$ cat src/rtl/imm_extend_pipe.sv
// imm_extend_pipe: two-stage pipelined immediate/label extender (sext, zext,
// sext<<SHIFT, pc+sext) with valid/ready back-pressure and synchronous flush.
module imm_extend_pipe #(
    parameter int IN_W  = 24,
    parameter int OUT_W = 32,
    parameter int SHIFT = 2
) (
    input  logic             clk,
    input  logic             rst_n,
    input  logic             flush,
    input  logic             in_valid,
    output logic             in_ready,
    input  logic [IN_W-1:0]  in_imm,
    input  logic [1:0]       in_mode,
    input  logic [OUT_W-1:0] in_pc,
    output logic             out_valid,
    input  logic             out_ready,
    output logic [OUT_W-1:0] out_data,
    output logic             out_ovf
);

    typedef enum logic [1:0] {
        MODE_SEXT     = 2'b00,
        MODE_ZEXT     = 2'b01,
        MODE_SEXT_SHL = 2'b10,
        MODE_PC_REL   = 2'b11
    } mode_e;

    localparam int EXT_W = OUT_W - IN_W;

    logic             s1_valid_q, s1_valid_d;
    mode_e            s1_mode_q,  s1_mode_d;
    logic [OUT_W-1:0] s1_pc_q,    s1_pc_d;
    logic [OUT_W-1:0] s1_ext_q,   s1_ext_d;

    logic             s2_valid_q, s2_valid_d;
    logic [OUT_W-1:0] s2_data_q,  s2_data_d;
    logic             s2_ovf_q,   s2_ovf_d;

    logic             s2_free;
    logic             s1_advance;
    logic             in_xfer;
    mode_e            in_mode_e;
    logic [OUT_W-1:0] in_ext;
    logic [OUT_W:0]   pc_sum;
    logic [OUT_W-1:0] s2_result;
    logic             s2_ovf_calc;

    // Only flush, out_ready and rst_n reach in_ready combinationally.
    always_comb begin
        s2_free    = !s2_valid_q || out_ready;
        s1_advance = s1_valid_q && s2_free;
        in_ready   = rst_n && !flush && (!s1_valid_q || s2_free);
        in_xfer    = in_valid && in_ready;
    end

    always_comb begin
        in_mode_e = mode_e'(in_mode);
        if (in_mode_e == MODE_ZEXT) begin
            in_ext = {{EXT_W{1'b0}}, in_imm};
        end else begin
            in_ext = {{EXT_W{in_imm[IN_W-1]}}, in_imm};
        end
    end

    always_comb begin
        // NOTE: every signal gets a hold default first, so no path through
        // this block can leave a value unassigned and infer a latch.
        s1_valid_d = s1_valid_q;
        s1_mode_d  = s1_mode_q;
        s1_pc_d    = s1_pc_q;
        s1_ext_d   = s1_ext_q;
        if (flush) begin
            s1_valid_d = 1'b0;
        end else if (in_xfer) begin
            s1_valid_d = 1'b1;
            s1_mode_d  = in_mode_e;
            s1_pc_d    = in_pc;
            s1_ext_d   = in_ext;
        end else if (s1_advance) begin
            s1_valid_d = 1'b0;
        end
    end

    // The extra top bit of pc_sum catches a target wrapping past either end.
    always_comb begin
        pc_sum      = {1'b0, s1_pc_q} + {s1_ext_q[OUT_W-1], s1_ext_q};
        s2_result   = s1_ext_q;
        s2_ovf_calc = 1'b0;
        case (s1_mode_q)
            MODE_SEXT_SHL: s2_result = s1_ext_q << SHIFT;
            MODE_PC_REL: begin
                s2_result   = pc_sum[OUT_W-1:0];
                s2_ovf_calc = pc_sum[OUT_W];
            end
            default: begin
            end
        endcase
    end

    always_comb begin
        s2_valid_d = s2_valid_q;
        s2_data_d  = s2_data_q;
        s2_ovf_d   = s2_ovf_q;
        if (flush) begin
            s2_valid_d = 1'b0;
        end else if (s1_advance) begin
            s2_valid_d = 1'b1;
            s2_data_d  = s2_result;
            s2_ovf_d   = s2_ovf_calc;
        end else if (out_ready) begin
            s2_valid_d = 1'b0;
        end
    end

    // NOTE: the datapath registers are reset as well, because out_data and
    // out_ovf must read 0 while rst_n is low, not just out_valid.
    always_ff @(posedge clk or negedge rst_n) begin
        if (!rst_n) begin
            s1_valid_q <= 1'b0;
            s1_mode_q  <= MODE_SEXT;
            s1_pc_q    <= '0;
            s1_ext_q   <= '0;
            s2_valid_q <= 1'b0;
            s2_data_q  <= '0;
            s2_ovf_q   <= 1'b0;
        end else begin
            // NOTE: non-blocking, so S2 captures the pre-edge S1 contents
            // even though S1 reloads on the same edge.
            s1_valid_q <= s1_valid_d;
            s1_mode_q  <= s1_mode_d;
            s1_pc_q    <= s1_pc_d;
            s1_ext_q   <= s1_ext_d;
            s2_valid_q <= s2_valid_d;
            s2_data_q  <= s2_data_d;
            s2_ovf_q   <= s2_ovf_d;
        end
    end

    assign out_valid = s2_valid_q;
    assign out_data  = s2_data_q;
    assign out_ovf   = s2_ovf_q;

endmodule
$ cat config.mk
export PLATFORM = sky130hd
export DESIGN_NAME = imm_extend_pipe
export DESIGN_NICKNAME = d
export VERILOG_FILES = /design/src/rtl/imm_extend_pipe.sv
export SDC_FILE = /design/constraint.sdc
export NUM_CORES = 1
export LEC_CHECK = 0
export ABC_AREA = 1
export BUFFER_PORTS_ARGS = -buffer_cell sky130_fd_sc_hd__buf_4
export CAP_MARGIN = 20
export CORE_ASPECT_RATIO = 1.2
export CORE_MARGIN = 2
export CORE_UTILIZATION = 30
export CTS_CLUSTER_DIAMETER = 120
export DETAILED_ROUTE_END_ITERATION = 10
export PLACE_DENSITY = 0.52
export SYNTH_ARGS = -nofsm -noshare
export SYNTH_HDL_FRONTEND = slang
export SYNTH_SLANG_ARGS = --single-unit
$ cat constraint.sdc
create_clock -name clk -period 3.4 [get_ports clk]
set_input_delay 0.68 -clock clk [delete_from_list [all_inputs] [get_ports clk]]
set_output_delay 0.68 -clock clk [all_outputs]
set_load 0.1 [all_outputs]
==> results_dict.tcl, run 1 <==
set metrics [dict create \
    async_flop_share 1.00 \
    rsz_0062_raised_after_global_routing "false" \
    relative_slew_slack 0.475 \
    antenna_found_initial 0 \
    groute.usage.overall 0.194 \
    place_congestion 0.956 \
    post_drt_wl_per_cell_um 15.4 \
    synth_seq_area_share 0.368 \
    worstSetupPathType "reg -> reg" \
    detail_route.drc_violations 0 \
    power.ir.vdd_worst_v 0.000283 \
    setup_slack_ps 954 \
    leakage_nw 4.25 \
    area.sequential_sq_um 2350 \
    clock_tree.root_cell "sky130_fd_sc_hd__clkbuf_16" \
    cts.sink_count 94 \
    htreeDepth 3 \
    worst-r2r-cell-count 15 \
    synth-compound-area-share 0.0979 \
    worst_skew_pair.late_latency_ps 360 \
    syn_avg_cell_area_sq_um 6.63 \
    detailedRoute.firstPassIterationCount 5 \
    setup-violations-final 0 \
    drt.antenna.violating_nets 0 \
    cts_tree "done" \
    synth_top_family_by_area "simple AND/OR/NAND/NOR gates" \
    cts-resized-gates 0 \
    clk_pin_slew_ps 70 \
    antenna_cells 0 \
    finalCritPeriodShare 0.719 \
    worst-endpoint-required_ps 3640 \
    dp_hpwl_um 15800 \
    synth_edf_count 0 \
    die_area_sq_um 22500 \
    cts_made_buffers 9 \
    place.port_buffers 97 \
    crit_arrival_ps 2690 \
    grt_first_pass_wirelength_um 33300 \
    grt_ovf 0 \
    dp_slack_ps 979 \
    mappedNetlistArea_sq_um 6390 \
    worst-r2r-setup-slack_ps 950 \
    cts.hold.buffers_added 0 \
    largest_buffer_count_on_any_clock_path 2 \
    ys_dominant_reg_cell "sky130_fd_sc_hd__dfrtp_1" \
    crit_path_start_kind "flop" \
    drt_first_iter_violations 370 \
    synthToLayoutAreaGrowth_pct 21.1 \
    max_freq_mhz 409 \
    postPlaceCellArea_sq_um 7410 \
    maxSlewViolCount 0 \
    crit-reg2reg-launch "s1_ext_q[0]" \
    crit_path_capture_type "flop" \
    ys_top_cells_by_area "sky130_fd_sc_hd__dfrtp_1, sky130_fd_sc_hd__nand2_1, sky130_fd_sc_hd__inv_1" \
    post_route_skew_ps 8.78 \
    route.detailed.vias_per_inst 4.73 \
    netlist.top_cell.by_area "sky130_fd_sc_hd__dfrtp_1" \
    fill_cell_instance_count_of_the_final_layout 2349 \
    postSynthNetCount 1060 \
    total_area_of_multi_input_combinational_cells_sq_um 3460 \
    post-synth-top-area-fraction 0.368 \
    synth_most_common_cell "sky130_fd_sc_hd__nand2_1" \
    tns_ps 0 \
    worstReg2RegEnd "out_data[24]" \
    synth_cell_type_count 32 \
    synth_adder_area_share 0.0658 \
    finish.net_count 1153 \
    syn_inst 964 \
    timing.hold.worst.class "in -> async" \
    stdcell_area_sq_um 7740 \
    worst_pin_slew_ps 788 \
    die_x_um 137 \
    core_region_area_sq_um 20900 \
    ios 98 \
    fp.dieH_um 164 \
    synth.top_cells.by_count "sky130_fd_sc_hd__nand2_1, sky130_fd_sc_hd__inv_1, sky130_fd_sc_hd__dfrtp_1" \
    number_of_endpoints_with_negative_hold_slack_in_the_final_report 0 \
    initial_core_utilization 0.306 \
    total_via_count_after_detailed_routing 6302 \
    grt_start_max_net_pins 64 \
    drive_gt1_frac 0.136 \
    postSynthRegisterBits 94 \
    mux_cell_area_share_after_synthesis 0 \
    core.rowCount 58 \
    result_of_the_run "finished, final reports clean" \
    post_synth_xor_area_fraction 0 \
    post_cts_buffers 0 \
    cp_max_fo 5 \
    yosys.area_share.simple 0.377 \
    synth.yosys.warnings 0 \
    p_per_area_nw_per_um2 672 \
    number_of_maximum_capacitance_violations 0 \
    final.min_clock_period_ps 2450 \
    first_global_vias 6324 \
    wl_um 20600 \
]
-- registers in the layout (all words and copies together), names as in the netlist --
signal and flops:
s1_mode_q 2, out_ovf 1, s1_valid_q 1, out_data 32
s1_ext_q 25, out_valid 1, s1_pc_q 32
-- cells by family (layout without fill, tap and decap cells) --
logic type | after synthesis | count (layout)
and+or+nand+nor | 592 | 592
buffers and inverters | 149 | 247
AOI/OAI and AO/OA | 96 | 96
DFF | 94 | 94
adders and majority gates | 33 | 33
-- metal layers --
metal | vias up | GRT usage | share of wire
li1 | 3230 | - | -
met3 | 21 | 0.0306 | 0.032
met5 | - | 0 | 0
met4 | 0 | 0.0530 | 0.016
met1 | 2960 | 0.239 | 0.43
met2 | 91 | 0.347 | 0.52
-- layout by cell type (no fill, tap or decap), drive strengths merged, types with 12 or more instances in the layout --
cell / Yosys / routed
inv: 125 / 126
nand3: 63 / 63
buf: 10 / 105
o21ai: 14 / 14
a21oi: 53 / 53
a221oi: 19 / 19
dfrtp: 94 / 94
nand2: 423 / 423
ha: 32 / 32
clkbuf: 13 / 12
nor2: 70 / 70
-- area by class of cell --
type,instances,share of cell area
inverters,126,0.0611
flip-flops and latches,94,0.304
clock inverters,4,0.00695
multi-input cells,721,0.448
clock buffers,12,0.0332
repair buffers,105,0.104
well taps,270,0.0437
-- power breakdown --
part | leakage, nW | switching, mW | internal, mW
Clock | 0.145 | 0.461 | 0.614
Combinational | 2.95 | 1.89 | 0.670
Sequential | 1.15 | 0.213 | 1.35
Total | 4.25 | 2.56 | 2.63
-- worst max-delay path, cell delays in order, from the launching register on --
cell,delay (ps)
sky130_fd_sc_hd__dfrtp_1,420
sky130_fd_sc_hd__ha_1,230
sky130_fd_sc_hd__inv_1,70
sky130_fd_sc_hd__fa_1,350
sky130_fd_sc_hd__inv_1,140
sky130_fd_sc_hd__nand3_1,90
sky130_fd_sc_hd__nand3_1,150
sky130_fd_sc_hd__nand2_1,80
sky130_fd_sc_hd__nand2_1,150
sky130_fd_sc_hd__nand2_1,110
sky130_fd_sc_hd__nand2_1,140
sky130_fd_sc_hd__nand2_1,90
sky130_fd_sc_hd__nand2_1,70
sky130_fd_sc_hd__nand2_1,40
sky130_fd_sc_hd__nand3_1,120
sky130_fd_sc_hd__nand2_1,80
-- through the flow --
| step | hold slack [ps] | cells | utilization | power [mW] |
|---|---|---|---|---|
| 2_1_floorplan | 384 | 964 | - | 3.44 |
| 3_3_place_gp | 476 | 1315 | 0.354 | 4.15 |
| 3_5_place_dp | 480 | 1315 | 0.354 | 4.15 |
| 4_1_cts | 486 | 1331 | 0.369 | 5.24 |
| 5_1_grt | 510 | 1332 | 0.370 | 5.54 |
| 6_report | 465 | 1332 | 0.370 | 5.20 |
-- worst max-delay path by stage --
stage / start / end / slack, ps / depth (start not counted)
after floorplan: out_valid / s1_valid_q / 860 / 9
after global placement: s1_ext_q[0] / out_data[24] / 990 / 15
after detailed placement: s1_ext_q[0] / out_data[24] / 980 / 15
after CTS: s1_ext_q[0] / out_data[24] / 960 / 15
after global routing: s1_ext_q[0] / out_data[24] / 730 / 15
final: s1_ext_q[0] / out_data[24] / 950 / 15
Power figures use the tool's default switching activity.
==> inputs of run 2 (changes only) <==
- PLACE_DENSITY: 0.52 -> 0.53
- clock period: 3.4 -> 2.06 ns (I/O delays scaled with it)
==> run 2 against run 1 <==
Against the previous run:
- die area stayed put
- clock skew is 9.4 ps higher
- flip-flop and latch count stayed put
- non-clock buffer count is 85 higher
- first-iteration DRC count is 22% lower
- clock power is 52% higher
- largest power group unchanged
- worst setup slack worse by 840 ps
==> results_dict.tcl, run 2 (synthesis results as in run 1) <==
set metrics [dict create \
    synthToLayoutAreaGrowth_pct 38.4 \
    die_area_sq_um 22500 \
    timing.critical_path.mode_cell "sky130_fd_sc_hd__nand2_1" \
    clock_tree.root_cell "sky130_fd_sc_hd__clkbuf_16" \
    largest_buffer_count_on_any_clock_path 2 \
    number_of_endpoints_with_negative_hold_slack_in_the_final_report 0 \
    cts_tree "done" \
    number_of_maximum_capacitance_violations 0 \
    maxSlewViolCount 0 \
    crit_slowest_cell "sky130_fd_sc_hd__dfrtp_2" \
    total_area_of_multi_input_combinational_cells_sq_um 3920 \
    crit_path_capture_type "flop" \
    drt.antenna.violating_nets 0 \
    worst_skew_pair.late_latency_ps 370 \
    grt_ovf 0 \
    post_drt_wl_per_cell_um 15.2 \
    dp_hpwl_um 16900 \
    leakage_nw 4.69 \
    layout.cells.most_common "sky130_fd_sc_hd__nand2_1" \
    grt_start_max_net_pins 95 \
    cp_max_fo 7 \
    dp_slack_ps -80.6 \
    wl_um 21600 \
    grt_first_pass_wirelength_um 33900 \
    cts.hold.buffers_added 0 \
    htreeDepth 3 \
    number_of_cells_after_detailed_placement 1395 \
    antenna_cells 0 \
    instances_no_fill 1417 \
    cts_made_buffers 9 \
    worstReg2RegEnd "out_data[31]" \
    crit-reg2reg-launch "s1_ext_q[30]" \
    timing.hold.worst.class "in -> async" \
    antenna_found_initial 0 \
    detail_route.drc_violations 0 \
    core.rowCount 58 \
    result_of_the_run "finished, final reports clean" \
    worst-endpoint-required_ps 2300 \
    first_global_vias 6517 \
    core_region_area_sq_um 20900 \
    relative_slew_slack 0.608 \
    cp_cell_sequence "ha_4, nand2_1, buf_4, nor3_4, inv_2, nor2_4, nand3_2, nand2_1, nand2_1, nand3_1, nand2_1" \
    worst-r2r-cell-count 11 \
    place.port_buffers 97 \
    place_congestion 0.899 \
    total_via_count_after_detailed_routing 6549 \
    fill_cell_instance_count_of_the_final_layout 2229 \
    critical-path-top-delay-family "simple AND/OR/NAND/NOR gates" \
    path_buf_inv 2 \
    route.detailed.vias_per_inst 4.62 \
    finish.net_count 1238 \
    layout.cells.most_common_list "sky130_fd_sc_hd__nand2_1, sky130_fd_sc_hd__buf_4, sky130_fd_sc_hd__inv_1, sky130_fd_sc_hd__dfrtp_1, sky130_fd_sc_hd__nor2_1" \
    cp_slowest_stage_delay_ps 530 \
    initial_core_utilization 0.306 \
    drive_gt1_frac 0.269 \
    clk_pin_slew_ps 70 \
    fp.dieH_um 164 \
    worst_pin_slew_ps 588 \
    crit_path_start_kind "flop" \
    ios 98 \
    cts.sink_count 94 \
    finalCritPeriodShare 0.947 \
    rsz_0062_raised_after_global_routing "true" \
    p_per_area_nw_per_um2 1060 \
    post_route_skew_ps 18.2 \
    groute.usage.overall 0.196 \
    setup-violations-final 0 \
    crit_arrival_ps 2190 \
    final.min_clock_period_ps 1950 \
    drt_first_iter_violations 290 \
    worstSetupPathType "reg -> reg" \
    worst-r2r-setup-slack_ps 110 \
    detailedRoute.firstPassIterationCount 5 \
    power.ir.vdd_worst_v 0.000463 \
    setup_slack_ps 110 \
    final_core_utilization 0.423 \
    max_freq_mhz 513 \
    area.sequential_sq_um 2360 \
    die_x_um 137 \
]
==> run 2: cell count changes in the layout (fill, tap and decap cells not counted), sizes merged <==
cell and change:
clkinv +2, clkbuf -1, clkinvlp +1, inv -1, bufinv -1, buf +85
==> run 2: power breakdown <==
part           switching [mW]  internal (mW)
registers               0.335           2.23
logic                    3.43           1.73
clock network           0.781          0.854
total                    4.55           4.81
==> run 2: metal layers <==
| metal | part of all wire | track usage | wire length [um] |
|---|---|---|---|
| met1 | 0.44 | 0.239 | 9440 |
| met2 | 0.53 | 0.359 | 11400 |
| met3 | 0.022 | 0.0241 | 475 |
| met4 | 0.013 | 0.0515 | 284 |
| met5 | 0 | 0 | 0 |
==> run 2: through the flow <==
step                total power [mW]  setup TNS (ps)  instance area, sq um  hold slack, ps
CTS                             9.02               0                  8370             221
global route                    9.94           -52.6                  8840             209
finish                          9.35               0                  8840             144
global placement                7.34            -315                  8060             473
detailed placement              7.34            -341                  8060             472
floorplan                       5.69           -4310                  6450             116
==> run 2: worst max path at each step <==
stage	endpoint	start	slack, ps	cells past startpoint
final	out_data[31]	s1_ext_q[30]	110	11
after global routing	out_ovf	s1_ext_q[30]	-30	11
after CTS	out_ovf	s1_pc_q[0]	9	15
after detailed placement	out_data[29]	s1_ext_q[30]	-80	9
after global placement	out_data[29]	s1_ext_q[30]	-150	9
after floorplan	s1_ext_q[1]	out_valid	-100	10
==> run 2: cell type report <==
type,count,area share
Multi-Input combinational cell,721,0.443
Inverter,126,0.0542
Sequential cell,94,0.267
Clock inverter,5,0.00382
Timing Repair Buffer,190,0.166
Clock buffer,11,0.0274
Tap cell,270,0.0382
==> run 2: repair_timing <==
item,CTS,global route
resized for setup,9,83
setup endpoints to repair,8,25
pin swaps,0,12
buffers inserted,0,6
